## src/rtl/stages_definition_pkg.sv

```systemverilog
// Shared types for the hazard controller: per-stage shadow entry and
// operand-forwarding select encoding.
package stages_definition_pkg;

    // Register addresses are zero-extended into a fixed-width slot so the
    // entry type stays parameter-free; REG_AW must not exceed this.
    localparam int REG_AW_MAX = 8;

    typedef struct packed {
        logic                  valid;
        logic [REG_AW_MAX-1:0] dst;
        logic                  wr;
        logic                  is_load;
    } stage_t;

    // fwd_sel value 0 reads the register file; value k bypasses from stage k.
    localparam int FWD_RF = 0;

    function automatic int fwd_w(input int nstage);
        return $clog2(nstage + 1);
    endfunction

endpackage

```

## src/rtl/pipe_hazard_ctrl_if.sv

```systemverilog
// Decode-to-hazard-controller bundle: decoded instruction fields in,
// stall/flush/forward controls out.
interface pipe_hazard_ctrl_if #(
    parameter int NSTAGE = 3,
    parameter int REG_AW = 4,
    parameter int NSRC   = 2
);
    import stages_definition_pkg::*;
    localparam int FW = fwd_w(NSTAGE);

    logic                             dec_valid;
    logic [NSRC-1:0][REG_AW-1:0]      dec_src;
    logic [NSRC-1:0]                  dec_src_used;
    logic [REG_AW-1:0]                dec_dst;
    logic                             dec_wr;
    logic                             dec_is_load;
    logic                             branch_taken;
    logic                             stall_f;
    logic                             stall_d;
    logic                             flush_d;
    logic                             flush_e;
    logic [NSRC-1:0][FW-1:0]          fwd_sel;

    modport master (
        output dec_valid, dec_src, dec_src_used, dec_dst, dec_wr, dec_is_load, branch_taken,
        input  stall_f, stall_d, flush_d, flush_e, fwd_sel
    );

    modport slave (
        input  dec_valid, dec_src, dec_src_used, dec_dst, dec_wr, dec_is_load, branch_taken,
        output stall_f, stall_d, flush_d, flush_e, fwd_sel
    );
endinterface

```

## src/rtl/pipe_hazard_ctrl_hazard_match.sv

```systemverilog
// Per-stage comparator: flags which decode sources hit this stage's
// destination, and which of those hits are pending load results.
module hazard_match
    import stages_definition_pkg::*;
#(
    parameter int NSRC   = 2,
    parameter int REG_AW = 4
) (
    input  stage_t                      entry,
    input  logic [NSRC-1:0][REG_AW-1:0] src,
    input  logic [NSRC-1:0]             src_used,
    output logic [NSRC-1:0]             match,
    output logic [NSRC-1:0]             load_match
);
    always_comb begin
        match      = '0;
        load_match = '0;
        for (int i = 0; i < NSRC; i++) begin
            match[i]      = entry.valid & entry.wr & src_used[i] &
                            (entry.dst == REG_AW_MAX'(src[i]));
            load_match[i] = match[i] & entry.is_load;
        end
    end
endmodule

```

## src/rtl/pipe_hazard_ctrl.sv

```systemverilog
// In-order pipeline hazard controller: load-use stall, branch flush,
// youngest-writer forwarding and saturating event counters.
module pipe_hazard_ctrl
    import stages_definition_pkg::*;
#(
    parameter int NSTAGE   = 3,
    parameter int REG_AW   = 4,
    parameter int NSRC     = 2,
    parameter int LOAD_LAT = 2,
    parameter int CNT_W    = 16
) (
    input  logic                         clk,
    input  logic                         reset,
    input  logic                         halt,
    input  logic                         cnt_clr,
    pipe_hazard_ctrl_if.slave            bus,
    output logic [NSTAGE-1:0]            stage_valid,
    output logic [$clog2(NSTAGE+1)-1:0]  inflight,
    output logic [CNT_W-1:0]             stall_cnt,
    output logic [CNT_W-1:0]             flush_cnt
);
    localparam int FW = fwd_w(NSTAGE);
    localparam int CW = $clog2(NSTAGE + 1);

    stage_t [NSTAGE-1:0]           stg;
    logic   [NSTAGE-1:0][NSRC-1:0] m;
    logic   [NSTAGE-1:0][NSRC-1:0] lm;
    logic   [NSRC-1:0][FW-1:0]     sel;
    stage_t                        dec_entry;
    logic                          hazard, stall_hz, flush_ev, issue;

    for (genvar g = 0; g < NSTAGE; g++) begin : g_match
        hazard_match #(.NSRC(NSRC), .REG_AW(REG_AW)) u_match (
            .entry      (stg[g]),
            .src        (bus.dec_src),
            .src_used   (bus.dec_src_used),
            .match      (m[g]),
            .load_match (lm[g])
        );
    end

    // Only loads still short of LOAD_LAT are unforwardable.
    always_comb begin
        hazard = 1'b0;
        for (int k = 0; k < NSTAGE; k++)
            if (k + 1 < LOAD_LAT) hazard = hazard | (|lm[k]);
        hazard = hazard & bus.dec_valid;
    end

    // Scan oldest to youngest so the youngest eligible writer wins.
    always_comb begin
        sel = '0;
        for (int s = 0; s < NSRC; s++) begin
            sel[s] = FW'(FWD_RF);
            for (int k = NSTAGE - 1; k >= 0; k--)
                if (m[k][s] && (!stg[k].is_load || k + 1 >= LOAD_LAT))
                    sel[s] = FW'(k + 1);
        end
    end

    assign stall_hz    = hazard & ~bus.branch_taken & ~halt;
    assign flush_ev    = bus.branch_taken & ~halt;
    assign issue       = bus.dec_valid & ~hazard & ~bus.branch_taken & ~halt;
    assign bus.stall_f = halt | stall_hz;
    assign bus.stall_d = halt | stall_hz;
    assign bus.flush_d = flush_ev;
    assign bus.flush_e = flush_ev | stall_hz;
    assign bus.fwd_sel = sel;

    always_comb begin
        dec_entry = '0;
        if (issue) begin
            dec_entry.valid   = 1'b1;
            dec_entry.dst     = REG_AW_MAX'(bus.dec_dst);
            dec_entry.wr      = bus.dec_wr;
            dec_entry.is_load = bus.dec_is_load;
        end
    end

    always_ff @(posedge clk or negedge reset) begin
        if (!reset) begin
            stg <= '0;
        end else if (!halt) begin
            stg[0] <= dec_entry;
            for (int k = 1; k < NSTAGE; k++) stg[k] <= stg[k-1];
        end
    end

    // cnt_clr is honoured even while halted; halt only blocks increments.
    always_ff @(posedge clk or negedge reset) begin
        if (!reset) begin
            stall_cnt <= '0;
            flush_cnt <= '0;
        end else if (cnt_clr) begin
            stall_cnt <= '0;
            flush_cnt <= '0;
        end else begin
            if (stall_hz && stall_cnt != '1) stall_cnt <= stall_cnt + CNT_W'(1);
            if (flush_ev && flush_cnt != '1) flush_cnt <= flush_cnt + CNT_W'(1);
        end
    end

    always_comb begin
        inflight = '0;
        for (int k = 0; k < NSTAGE; k++) begin
            stage_valid[k] = stg[k].valid;
            inflight       = inflight + CW'(stg[k].valid);
        end
    end

endmodule
```

## src/flat_wrapper.sv

```systemverilog
// flat-port wrapper written by rule: the top's interface ports become plain ports
module pipe_hazard_ctrl_flat import stages_definition_pkg::*;
#(
    parameter int NSTAGE   = 3,
    parameter int REG_AW   = 4,
    parameter int NSRC     = 2,
    parameter int LOAD_LAT = 2,
    parameter int CNT_W    = 16
)
  (clk, reset, halt, cnt_clr, stage_valid, inflight, stall_cnt, flush_cnt, bus_dec_valid, bus_dec_src, bus_dec_src_used, bus_dec_dst, bus_dec_wr, bus_dec_is_load, bus_branch_taken, bus_stall_f, bus_stall_d, bus_flush_d, bus_flush_e, bus_fwd_sel);
  pipe_hazard_ctrl_if #(.NSTAGE(NSTAGE), .REG_AW(REG_AW), .NSRC(NSRC)) bus_i ();
  input  logic clk;
  input  logic reset;
  input  logic halt;
  input  logic cnt_clr;
  output logic [NSTAGE-1:0] stage_valid;
  output logic [$clog2(NSTAGE+1)-1:0] inflight;
  output logic [CNT_W-1:0] stall_cnt;
  output logic [CNT_W-1:0] flush_cnt;
  input wire logic [$bits(bus_i.dec_valid)-1:0] bus_dec_valid;
  input wire logic [$bits(bus_i.dec_src)-1:0] bus_dec_src;
  input wire logic [$bits(bus_i.dec_src_used)-1:0] bus_dec_src_used;
  input wire logic [$bits(bus_i.dec_dst)-1:0] bus_dec_dst;
  input wire logic [$bits(bus_i.dec_wr)-1:0] bus_dec_wr;
  input wire logic [$bits(bus_i.dec_is_load)-1:0] bus_dec_is_load;
  input wire logic [$bits(bus_i.branch_taken)-1:0] bus_branch_taken;
  output wire logic [$bits(bus_i.stall_f)-1:0] bus_stall_f;
  output wire logic [$bits(bus_i.stall_d)-1:0] bus_stall_d;
  output wire logic [$bits(bus_i.flush_d)-1:0] bus_flush_d;
  output wire logic [$bits(bus_i.flush_e)-1:0] bus_flush_e;
  output wire logic [$bits(bus_i.fwd_sel)-1:0] bus_fwd_sel;
  assign bus_i.dec_valid = bus_dec_valid;
  assign bus_i.dec_src = bus_dec_src;
  assign bus_i.dec_src_used = bus_dec_src_used;
  assign bus_i.dec_dst = bus_dec_dst;
  assign bus_i.dec_wr = bus_dec_wr;
  assign bus_i.dec_is_load = bus_dec_is_load;
  assign bus_i.branch_taken = bus_branch_taken;
  assign bus_stall_f = bus_i.stall_f;
  assign bus_stall_d = bus_i.stall_d;
  assign bus_flush_d = bus_i.flush_d;
  assign bus_flush_e = bus_i.flush_e;
  assign bus_fwd_sel = bus_i.fwd_sel;
  pipe_hazard_ctrl #(.NSTAGE(NSTAGE), .REG_AW(REG_AW), .NSRC(NSRC), .LOAD_LAT(LOAD_LAT), .CNT_W(CNT_W)) u_core (.clk(clk), .reset(reset), .halt(halt), .cnt_clr(cnt_clr), .bus(bus_i), .stage_valid(stage_valid), .inflight(inflight), .stall_cnt(stall_cnt), .flush_cnt(flush_cnt));
endmodule
```

## config.mk

```make
export PLATFORM = sky130hd
export DESIGN_NAME = pipe_hazard_ctrl_flat
export DESIGN_NICKNAME = d
export VERILOG_FILES = /design/src/rtl/stages_definition_pkg.sv /design/src/rtl/pipe_hazard_ctrl_if.sv /design/src/rtl/pipe_hazard_ctrl_hazard_match.sv /design/src/rtl/pipe_hazard_ctrl.sv /design/src/flat_wrapper.sv
export SDC_FILE = /design/constraint.sdc
export NUM_CORES = 1
export LEC_CHECK = 0
export ABC_AREA = 1
export BUFFER_PORTS_ARGS = -buffer_cell sky130_fd_sc_hd__buf_4
export CORE_ASPECT_RATIO = 0.7
export CORE_MARGIN = 4
export CORE_UTILIZATION = 35
export DETAILED_ROUTE_END_ITERATION = 8
export PLACE_DENSITY_LB_ADDON = 0.08
export SLEW_MARGIN = 20
export SYNTH_ARGS = -nofsm -noshare
export SYNTH_HDL_FRONTEND = slang
export SYNTH_HIERARCHICAL = 1
export SYNTH_SLANG_ARGS = --single-unit
```

## constraint.sdc

```tcl
create_clock -name clk -period 1.6 [get_ports clk]
set_input_delay 0.08 -clock clk [delete_from_list [all_inputs] [get_ports clk]]
set_output_delay 0.08 -clock clk [all_outputs]
set_load 0.01 [all_outputs]
```

======== Yosys cells after proc, flatten, opt, wreduce, memory -nomap -nowiden ========
Cells that the tools add are included.
storage, ports and cells
  register bits after elaboration ......... 63
cells by class
  $add $sub $neg .......................... 4
  equal/unequal tests ..................... 8
  mux-type cells .......................... 11
  bitwise gates (word level) .............. 29
  reduce and logical (&&, ||, !) cells .... 8
operators with widths
  kind                                                             count
  16-bit 2-to-1 mux                                                4
  8-bit by 4-bit equality test with 1-bit output                   6
  16-bit by 1-bit adder with 16-bit output, second input constant  2
  16-bit inequality test, second input constant                    2
  1-bit AND                                                        24
  2-bit 2-to-1 mux                                                 6
  11-bit 2-to-1 mux                                                1
  1-bit logical AND                                                4
  2-bit nonzero test                                               2
  1-bit inverter                                                   3
  1-bit by 1-bit adder with 2-bit output                           1
  2-bit by 1-bit adder with 2-bit output                           1
  1-bit bitwise OR                                                 2
  2-bit OR reduction                                               1
  1-bit zero test                                                  1

======== Longest topological paths before layout ========
Gate-level depths: netlist (run 1).
  depth after elaboration ................. 11
  depth in mapped cells ................... 15

======== Hierarchy ========
The synthesis (run 1) kept the hierarchy.
modules (own cells, without submodules)
  module            times used  cells an instance  area each (µm²)
  pipe_hazard_ctrl  1           395                2,945.3
  hazard_match      3           56                 249.0

======== Least setup slack after synthesis (run 1) ========
No wires, ideal clock.
  kind .................................... register to register
  start ................................... register u_core.stg, in the netlist u_core/stage_valid[0]
  end ..................................... register u_core.stall_cnt[6]
  data arrival time ....................... 1.595 ns
  required time ........................... 1.483 ns
  setup slack ............................. -0.112 ns
  cell stages (with the launch flop) ...... 16
  buffers on the path ..................... 1
  path through ............................ dfrtp_1 nand2_1 inv_1 nand2_1 nor2_1 nand3_2 nor2_2 or2_2 nand2_1 nor2_1 o21ai_2 nand2_2 clkinv_2 buf_8 nand2_1 nand2_1
RTL lines
  what                    RTL line                text
  start: declaration      pipe_hazard_ctrl.sv:25  stage_t [NSTAGE-1:0] stg;
  end signal: assignment  pipe_hazard_ctrl.sv:98  if (stall_hz && stall_cnt != '1) stall_cnt <= stall_cnt + CNT_W'(1);
  end: declaration        pipe_hazard_ctrl.sv:19  output logic [CNT_W-1:0] stall_cnt,

==> reports/qor_table.md, run 1 <==
| Step | Quantity | Value |
| --- | --- | --- |
| run status | Run status | complete, but fails checks |
| run status | Failing checks | negative setup slack |
| drt | DRC viols | 0 |
| run | Max_cap viols | 0 |
| global route | Total global routing track utilization | 17.7% |
| die | # IOs | 67 |
| clock tree | Number of sinks on the clock net | 51 |
| power and ir drop | Power density relative to cell area | 573 mW/mm² |
| drt | Routed via count divided by cell count | 4.59 |
| clock tree | CTS H-tree lvls | 2 |
| placement | Port Buffer Count | 66 |
| sta | Number of setup violations in the final report | 23 |
| critical path | Path length in cells of the critical path | 12 |
| drt | Iteration count of the initial detailed-routing pass | 5 |
| placement | Placement Setup Slack | -0.666 ns |
| synth | Netlist area before placement | 0.00359 mm² |
| clock tree | Worst-Skew Late Latency | 0.29 ns |
| cells and area | Area grow syn2layout | 41.9% |
| global route | GR Overflow Total | 0 |
| die | Core outline area | 0.00983 mm² |
| die | Height of the die | 92.7 µm |
| critical path | Largest delay share family, worst path | simple AND/OR/NAND/NOR gates |
| critical path | Worst path buffer plus inverter count | 3 |
| sta | Setup repair after global routing missed its margin | yes |
| clock tree | TritonCTS buffer count | 5 |
| sta | Number of failing hold endpoints at the final stage | 0 |
| clock tree | CTS tree | built |
| critical path | Master of the slowest instance on the critical path | sky130_fd_sc_hd__dfrtp_1 |
| die | Number of placement rows | 30 |
| global route | Number of antenna violations at the first check in global routing | 0 |
| clock tree | Number of buffers between clock root and the deepest sink | 2 |
| sta | Final clock skew | 0.00804 ns |
| drt | Post-route antenna net violation count | 0 |
| critical path | Crit path DAT | 1.81 ns |
| power and ir drop | Worst supply voltage drop on vdd | 0.642 mV |
| die | Die W | 129 µm |
| power and ir drop | Leakage component of the power | 2.79 nW |
| global route | Via count of the first global-routing pass | 3526 |
| synth | Number of cells produced by synthesis | 550 |
| sta | Final period demand of the worst path | 1.89 ns |
| global route | Global-route wire length before repair | 17200 µm |
| worst hold path | Cell depth of the worst min-delay path | 3 |
| sta | Max Slew Vio Count | 0 |
| die | Die area | 0.0120 mm² |
| drt | Total Routed Length | 10400 µm |
| critical path | CP Data Required Time | 1.52 ns |
| placement | Final estimated routing congestion in global placement | 0.839 |
| sta | Sum Neg Setup Slack | -5.09 ns |
| critical path | Setup crit start kind | flip-flop |
| synth | Ys Warns | 6 |
| global route | Maximum number of pins on one net before global-route repair | 52 |
| drt | Routed length per placed instance | 12.7 µm |
| critical path | Endpoint type of the worst setup path | output pin |
| drt | Violation count after the first detailed-routing iteration | 259 |
| worst hold path | Worst min path class | input pin to flip-flop |
| sta | Worst-case headroom to the max-slew limit | 54.3% |
| sta | Crit share post-route | 118% |
| critical path | Maximum fanout along the worst path | 4 |
| critical path | Delay of the slowest critical-path stage | 0.41 ns |
| sta | Post-route worst setup slack | -0.287 ns |
| critical path | CP cell instances | nand2_1, nand2_1, nor2_2, nand3_2, nor2_2, or2_4, nand2_4, nor2_4, inv_2, buf_6, nand2_4, buf_6 |
| cells and area | Layout cell share with drive strength beyond 1 | 34.3% |
| sta | Maximum achievable frequency | 530 MHz |
| sta | Worst slew pin tran | 0.685 ns |
| cells and area | Antenna diode count | 0 |
| clock tree | Root buffer selected by CTS | sky130_fd_sc_hd__clkbuf_16 |
| drt | Count of vias placed by the detailed router | 3757 |
| die | Initial cell density of the core | 36.5% |
| placement | Detailed placement HPWL | 7790 µm |
| cells and area | Final net count | 716 |
| critical path | Reg2Reg Depth | 14 |
| synth | Syn Area/Cell | 6.53 µm² |
| critical path | Type of the worst setup path | flip-flop to output pin |
| clock tree | Register clock-pin slew on the reported worst setup and hold paths | 0.07 ns |
## through the flow
step / utilization (%) / cell area (µm²) / std cells / hold slack (ns) / total power, W
final: 51.8 / 5090 / 819 / 0.0498 / 0.00292
after detailed placement: 47.4 / 4660 / 802 / 0.167 / 0.00186
after CTS: 50.4 / 4960 / 816 / 0.0428 / 0.00292
after floorplan: - / 3640 / 561 / -0.216 / 0.00165
after global placement: 47.4 / 4660 / 802 / 0.170 / 0.00185
after global routing: 51.8 / 5090 / 819 / 0.0555 / 0.00307
## state kept, by name, indices dropped and copies added, names as in the netlist
signal and count:
u_core/flush_cnt 16, u_core/stage_valid 3, u_core/stall_cnt 16, u_core/stg 16
## cell type report
| type | instances | area [µm²] |
|---|---|---|
| multi-input cells | 408 | 2090 |
| flip-flops and latches | 51 | 1280 |
| repair inverters | 1 | 8.76 |
| fillers | 1013 | 4740 |
| repair buffers | 135 | 1080 |
| inverters | 89 | 339 |
| clock buffers | 5 | 125 |
| well taps | 128 | 160 |
| clock inverters | 2 | 13.8 |
## routing by layer
layer	GRT usage, %	wire (µm)	vias up
met4	3.23	104	0
li1	-	-	1956
met1	26.1	5190	1712
met3	2.59	410	8
met2	27.5	4730	81
met5	0	0	-
## cell usage in the layout, fill, tap and decap left out, types with 8 or more instances in the layout
cell	n
sky130_fd_sc_hd__buf_6	15
sky130_fd_sc_hd__buf_4	118
sky130_fd_sc_hd__nand3_2	8
sky130_fd_sc_hd__conb_1	12
sky130_fd_sc_hd__nor2_1	42
sky130_fd_sc_hd__nand3_1	27
sky130_fd_sc_hd__inv_1	73
sky130_fd_sc_hd__nand2_2	22
sky130_fd_sc_hd__nor2_2	18
sky130_fd_sc_hd__o21ai_0	9
sky130_fd_sc_hd__dfrtp_1	50
sky130_fd_sc_hd__nand2_1	197
sky130_fd_sc_hd__a21oi_1	8
sky130_fd_sc_hd__nand4_1	14
sky130_fd_sc_hd__inv_2	14
sky130_fd_sc_hd__xor2_1	8
## report_power, final
part | leakage, nW | switching [W] | internal (W)
clock network | 0.0696 | 0.000471 | 0.000572
registers | 0.700 | 0.0000476 | 0.00133
logic | 2.02 | 0.000287 | 0.000212
total | 2.79 | 0.000806 | 0.00211
## final timing paths
check / startpoint / to / slack [ns]
min in group asynchronous: reset / u_core/flush_cnt[11]$_DFFE_PN0P_ / 0.36
worst max register to register: u_core/stg[2]$_DFFE_PN0N_ / u_core/stall_cnt[2]$_DFFE_PN0P_ / -0.28
worst max-delay path: u_core/stg[2]$_DFFE_PN0N_ / bus_flush_e / -0.29
max in group asynchronous: reset / u_core/stage_valid[2]$_DFFE_PN0N_ / 0.72
worst min-delay path: bus_dec_dst[0] / u_core/stg[2]$_DFFE_PN0N_ / 0.05
worst min register to register: u_core/stg[23]$_DFFE_PN0N_ / u_core/stg[23]$_DFFE_PN0N_ / 0.51
## worst reg2reg max path: stages (launching register included)
cell and delay [ns]:
sky130_fd_sc_hd__dfrtp_1 0.41, sky130_fd_sc_hd__nand2_1 0.09, sky130_fd_sc_hd__nand2_1 0.08, sky130_fd_sc_hd__nor2_2 0.14, sky130_fd_sc_hd__nand3_2 0.10, sky130_fd_sc_hd__nor2_2 0.09
sky130_fd_sc_hd__or2_4 0.13, sky130_fd_sc_hd__nand2_4 0.05, sky130_fd_sc_hd__nor2_4 0.09, sky130_fd_sc_hd__buf_4 0.13, sky130_fd_sc_hd__o21ai_4 0.06, sky130_fd_sc_hd__nand2_4 0.14
sky130_fd_sc_hd__clkinv_4 0.12, sky130_fd_sc_hd__nand2_1 0.08, sky130_fd_sc_hd__nand2_1 0.05
## timing repair
action | in CTS | in global routing
resized for setup | 29 | 33
cloned | 1 | 0
hold endpoints to repair | 51 | 0
pin swaps | 11 | 9
setup endpoints to repair | 31 | 47
hold buffers | 1 | 0
setup buffers | 6 | 4
Note: power is estimated with default switching activity, not from simulation.
==> inputs of run 2 (changes only) <==
--- a/config.mk
+++ b/config.mk
@@ -8,7 +8,6 @@
 export ABC_AREA = 1
 export BUFFER_PORTS_ARGS = -buffer_cell sky130_fd_sc_hd__buf_4
 export CORE_ASPECT_RATIO = 0.7
-export CORE_MARGIN = 4
 export CORE_UTILIZATION = 35
 export DETAILED_ROUTE_END_ITERATION = 8
 export PLACE_DENSITY_LB_ADDON = 0.08
==> reports/qor_table.md, run 2 (synthesis gave the netlist of run 1 again) <==
| Step | Quantity | Value | Delta |
| --- | --- | --- | --- |
| drt | Iteration count of the initial detailed-routing pass | 4 | -1 |
| cells and area | Area grow syn2layout | 44.6% |  |
| critical path | Maximum fanout along the worst path | 4 | unchanged |
| drt | Routed via count divided by cell count | 4.69 | +2.2% |
| sta | Worst hold margin | 0.0345 ns | -0.0153 ns |
| critical path | Register-to-register setup slack | -0.27 ns | about the same |
| critical path | Endpoint type of the worst setup path | output pin |  |
| sta | Setup repair after global routing missed its margin | yes |  |
| clock tree | CTS tree | built |  |
| critical path | Reg2Reg Depth | 15 | +1 |
| sta | Number of failing hold endpoints at the final stage | 0 | unchanged |
| drt | DRC viols | 0 | unchanged |
| clock tree | TritonCTS buffer count | 5 | unchanged |
| critical path | CP Data Required Time | 1.52 ns | about the same |
| die | Die W | 123 µm | -4.6% |
| power and ir drop | Power density relative to cell area | 607 mW/mm² | +6.0% |
| global route | Total global routing track utilization | 20.5% | +2.8 points |
| power and ir drop | Worst supply voltage drop on vdd | 0.580 mV | -9.7% |
| clock tree | Number of sinks on the clock net | 51 | unchanged |
| drt | Count of vias placed by the detailed router | 3838 | +2.2% |
| run status | Run status | complete, but fails checks |  |
| cells and area | Layout cell share with drive strength beyond 1 | 35.9% | +1.6 points |
| placement | Area after detailed placement | 0.00463 mm² | -0.70% |
| drt | Routed length per placed instance | 12.9 µm | +1.2% |
| worst hold path | Hold Path Origin | bus_dec_wr |  |
| placement | Port Buffer Count | 66 | unchanged |
| power and ir drop | Leakage component of the power | 2.82 nW | +1.2% |
| cells and area | Top flop regs | u_core/flush_cnt x16, u_core/stall_cnt x16, u_core/stg x16 |  |
| cells and area | Most frequent standard cell in the layout excluding fill and tap cells | sky130_fd_sc_hd__nand2_1 |  |
| cells and area | Antenna diode count | 0 | unchanged |
| critical path | Setup crit start kind | flip-flop |  |
| sta | Number of setup violations in the final report | 23 | unchanged |
| global route | Via count of the first global-routing pass | 3471 | -1.6% |
| placement | Detailed placement HPWL | 7550 µm | -3.2% |
| clock tree | Register clock-pin slew on the reported worst setup and hold paths | 0.07 ns | about the same |
| clock tree | Number of buffers between clock root and the deepest sink | 2 | unchanged |
| sta | Maximum achievable frequency | 525 MHz | -0.84% |
| worst hold path | Hold worst-path end | u_core/stg[1]$_DFFE_PN0N_ |  |
| die | Number of placement rows | 30 | unchanged |
| cells and area | Design area | 0.00519 mm² | +1.9% |
| die | Height of the die | 86.7 µm | -6.5% |
| clock tree | Root buffer selected by CTS | sky130_fd_sc_hd__clkbuf_16 |  |
| die | Core outline area | 0.00983 mm² | unchanged |
| critical path | Crit path DAT | 1.82 ns | about the same |
| sta | Max Slew Vio Count | 0 | unchanged |
| sta | Worst-case headroom to the max-slew limit | 53.8% | -0.56 points |
| global route | Global-route wire length before repair | 16800 µm | -2.0% |
| run | Max_cap viols | 0 | unchanged |
| die | Initial cell density of the core | 36.5% | unchanged |
| sta | Final period demand of the worst path | 1.90 ns | +0.0160 ns |
| critical path | Endpoint of the most critical register-to-register path | u_core/stall_cnt[4]$_DFFE_PN0P_ |  |
| critical path | Startpoint of the most critical register-to-register path | u_core/stg[4]$_DFFE_PN0N_ |  |
| sta | Final clock skew | 0.00482 ns | -0.00322 ns |
| placement | Final estimated routing congestion in global placement | 0.846 | +0.81% |
| worst hold path | Worst min path class | input pin to flip-flop |  |
| sta | Post-route worst setup slack | -0.303 ns | -0.0160 ns |
| cells and area | Most used cells in the layout excluding fill and tap cells | sky130_fd_sc_hd__nand2_1 (186), sky130_fd_sc_hd__buf_4 (115), sky130_fd_sc_hd__inv_1 (72) |  |
| clock tree | CTS H-tree lvls | 2 | unchanged |
| sta | Worst slew pin tran | 0.693 ns | +0.00839 ns |
| drt | Post-route antenna net violation count | 0 | unchanged |
| cells and area | Final net count | 715 | -0.14% |
| die | Die area | 0.0107 mm² | -11% |
| run status | Failing checks | negative setup slack |  |
| global route | Maximum number of pins on one net before global-route repair | 52 | unchanged |
| drt | Total Routed Length | 10600 µm | +1.2% |
| worst hold path | Cell depth of the worst min-delay path | 3 | unchanged |
| drt | Violation count after the first detailed-routing iteration | 149 | -42% |
| global route | GR Overflow Total | 0 | unchanged |
| die | # IOs | 67 | unchanged |
| clock tree | Worst-Skew Late Latency | 0.30 ns | about the same |
| sta | Crit share post-route | 119% | +1.0 points |
| global route | Number of antenna violations at the first check in global routing | 0 | unchanged |
| critical path | Type of the worst setup path | flip-flop to output pin |  |
| sta | Sum Neg Setup Slack | -5.26 ns | -0.168 ns |
run 2: layout make-up:
| cell class | instances | area (µm²) |
|---|---|---|
| inverters | 89 | 342 |
| well taps | 128 | 160 |
| multi-input cells | 408 | 2130 |
| clock inverters | 3 | 43.8 |
| repair inverters | 1 | 8.76 |
| clock buffers | 5 | 125 |
| flip-flops and latches | 51 | 1280 |
| repair buffers | 134 | 1110 |
| fillers | 1012 | 4640 |
run 2: worst max-delay path, cell delays in order, from the launching register on:
cell	delay [ns]
sky130_fd_sc_hd__dfrtp_1	0.42
sky130_fd_sc_hd__nand2_1	0.11
sky130_fd_sc_hd__nand2_2	0.07
sky130_fd_sc_hd__nor2_4	0.13
sky130_fd_sc_hd__nand3_2	0.08
sky130_fd_sc_hd__nor2_2	0.08
sky130_fd_sc_hd__or2_4	0.13
sky130_fd_sc_hd__nand2_4	0.05
sky130_fd_sc_hd__nor2_4	0.11
sky130_fd_sc_hd__inv_2	0.07
sky130_fd_sc_hd__buf_6	0.11
sky130_fd_sc_hd__nand2_4	0.05
sky130_fd_sc_hd__buf_6	0.10
run 2: worst max-delay path by stage:
stage / startpoint / to / cells past startpoint
after floorplan: u_core/stage_valid[0]$_DFFE_PN0N_ / u_core/stall_cnt[6]$_DFFE_PN0P_ / 15
after global placement: u_core/stg[5]$_DFFE_PN0N_ / u_core/stall_cnt[0]$_DFFE_PN0P_ / 12
after detailed placement: u_core/stg[3]$_DFFE_PN0N_ / u_core/stall_cnt[1]$_DFFE_PN0P_ / 13
after CTS: u_core/stg[2]$_DFFE_PN0N_ / bus_flush_e / 13
after global routing: u_core/stg[4]$_DFFE_PN0N_ / bus_flush_e / 12
final: u_core/stg[4]$_DFFE_PN0N_ / bus_flush_e / 12
run 2: what timing repair did:
item,CTS,global route
buffers inserted,8,7
pin swaps,10,13
hold endpoints to repair,51,0
gates cloned,1,1
resized for setup,36,41
hold buffers,1,0
endpoints found under the setup margin,29,47
run 2: per-layer routing:
layer	share of wire [%]	GRT usage (%)
met4	0.71	4.27
met2	45	31.9
met3	3.6	3.36
met1	51	29.7
met5	0	0
run 2: stage by stage:
step | util (%) | total power, W | setup slack, ns | instances
5_1_grt | 52.8 | 0.00330 | -0.407 | 819
6_report | 52.8 | 0.00315 | -0.303 | 819
3_5_place_dp | 47.0 | 0.00185 | -0.620 | 796
3_3_place_gp | 47.0 | 0.00184 | -0.494 | 796
4_1_cts | 50.5 | 0.00315 | -0.253 | 812
2_1_floorplan | - | 0.00165 | -0.0724 | 561
run 2: report_power, final:
| part | leakage, nW | total [W] | switching (W) | internal (W) |
|---|---|---|---|---|
| Combinational | 2.04 | 0.000515 | 0.000297 | 0.000218 |
| Sequential | 0.698 | 0.00138 | 0.0000482 | 0.00133 |
| Clock | 0.0838 | 0.00126 | 0.000521 | 0.000739 |
| Total | 2.82 | 0.00315 | 0.000866 | 0.00228 |
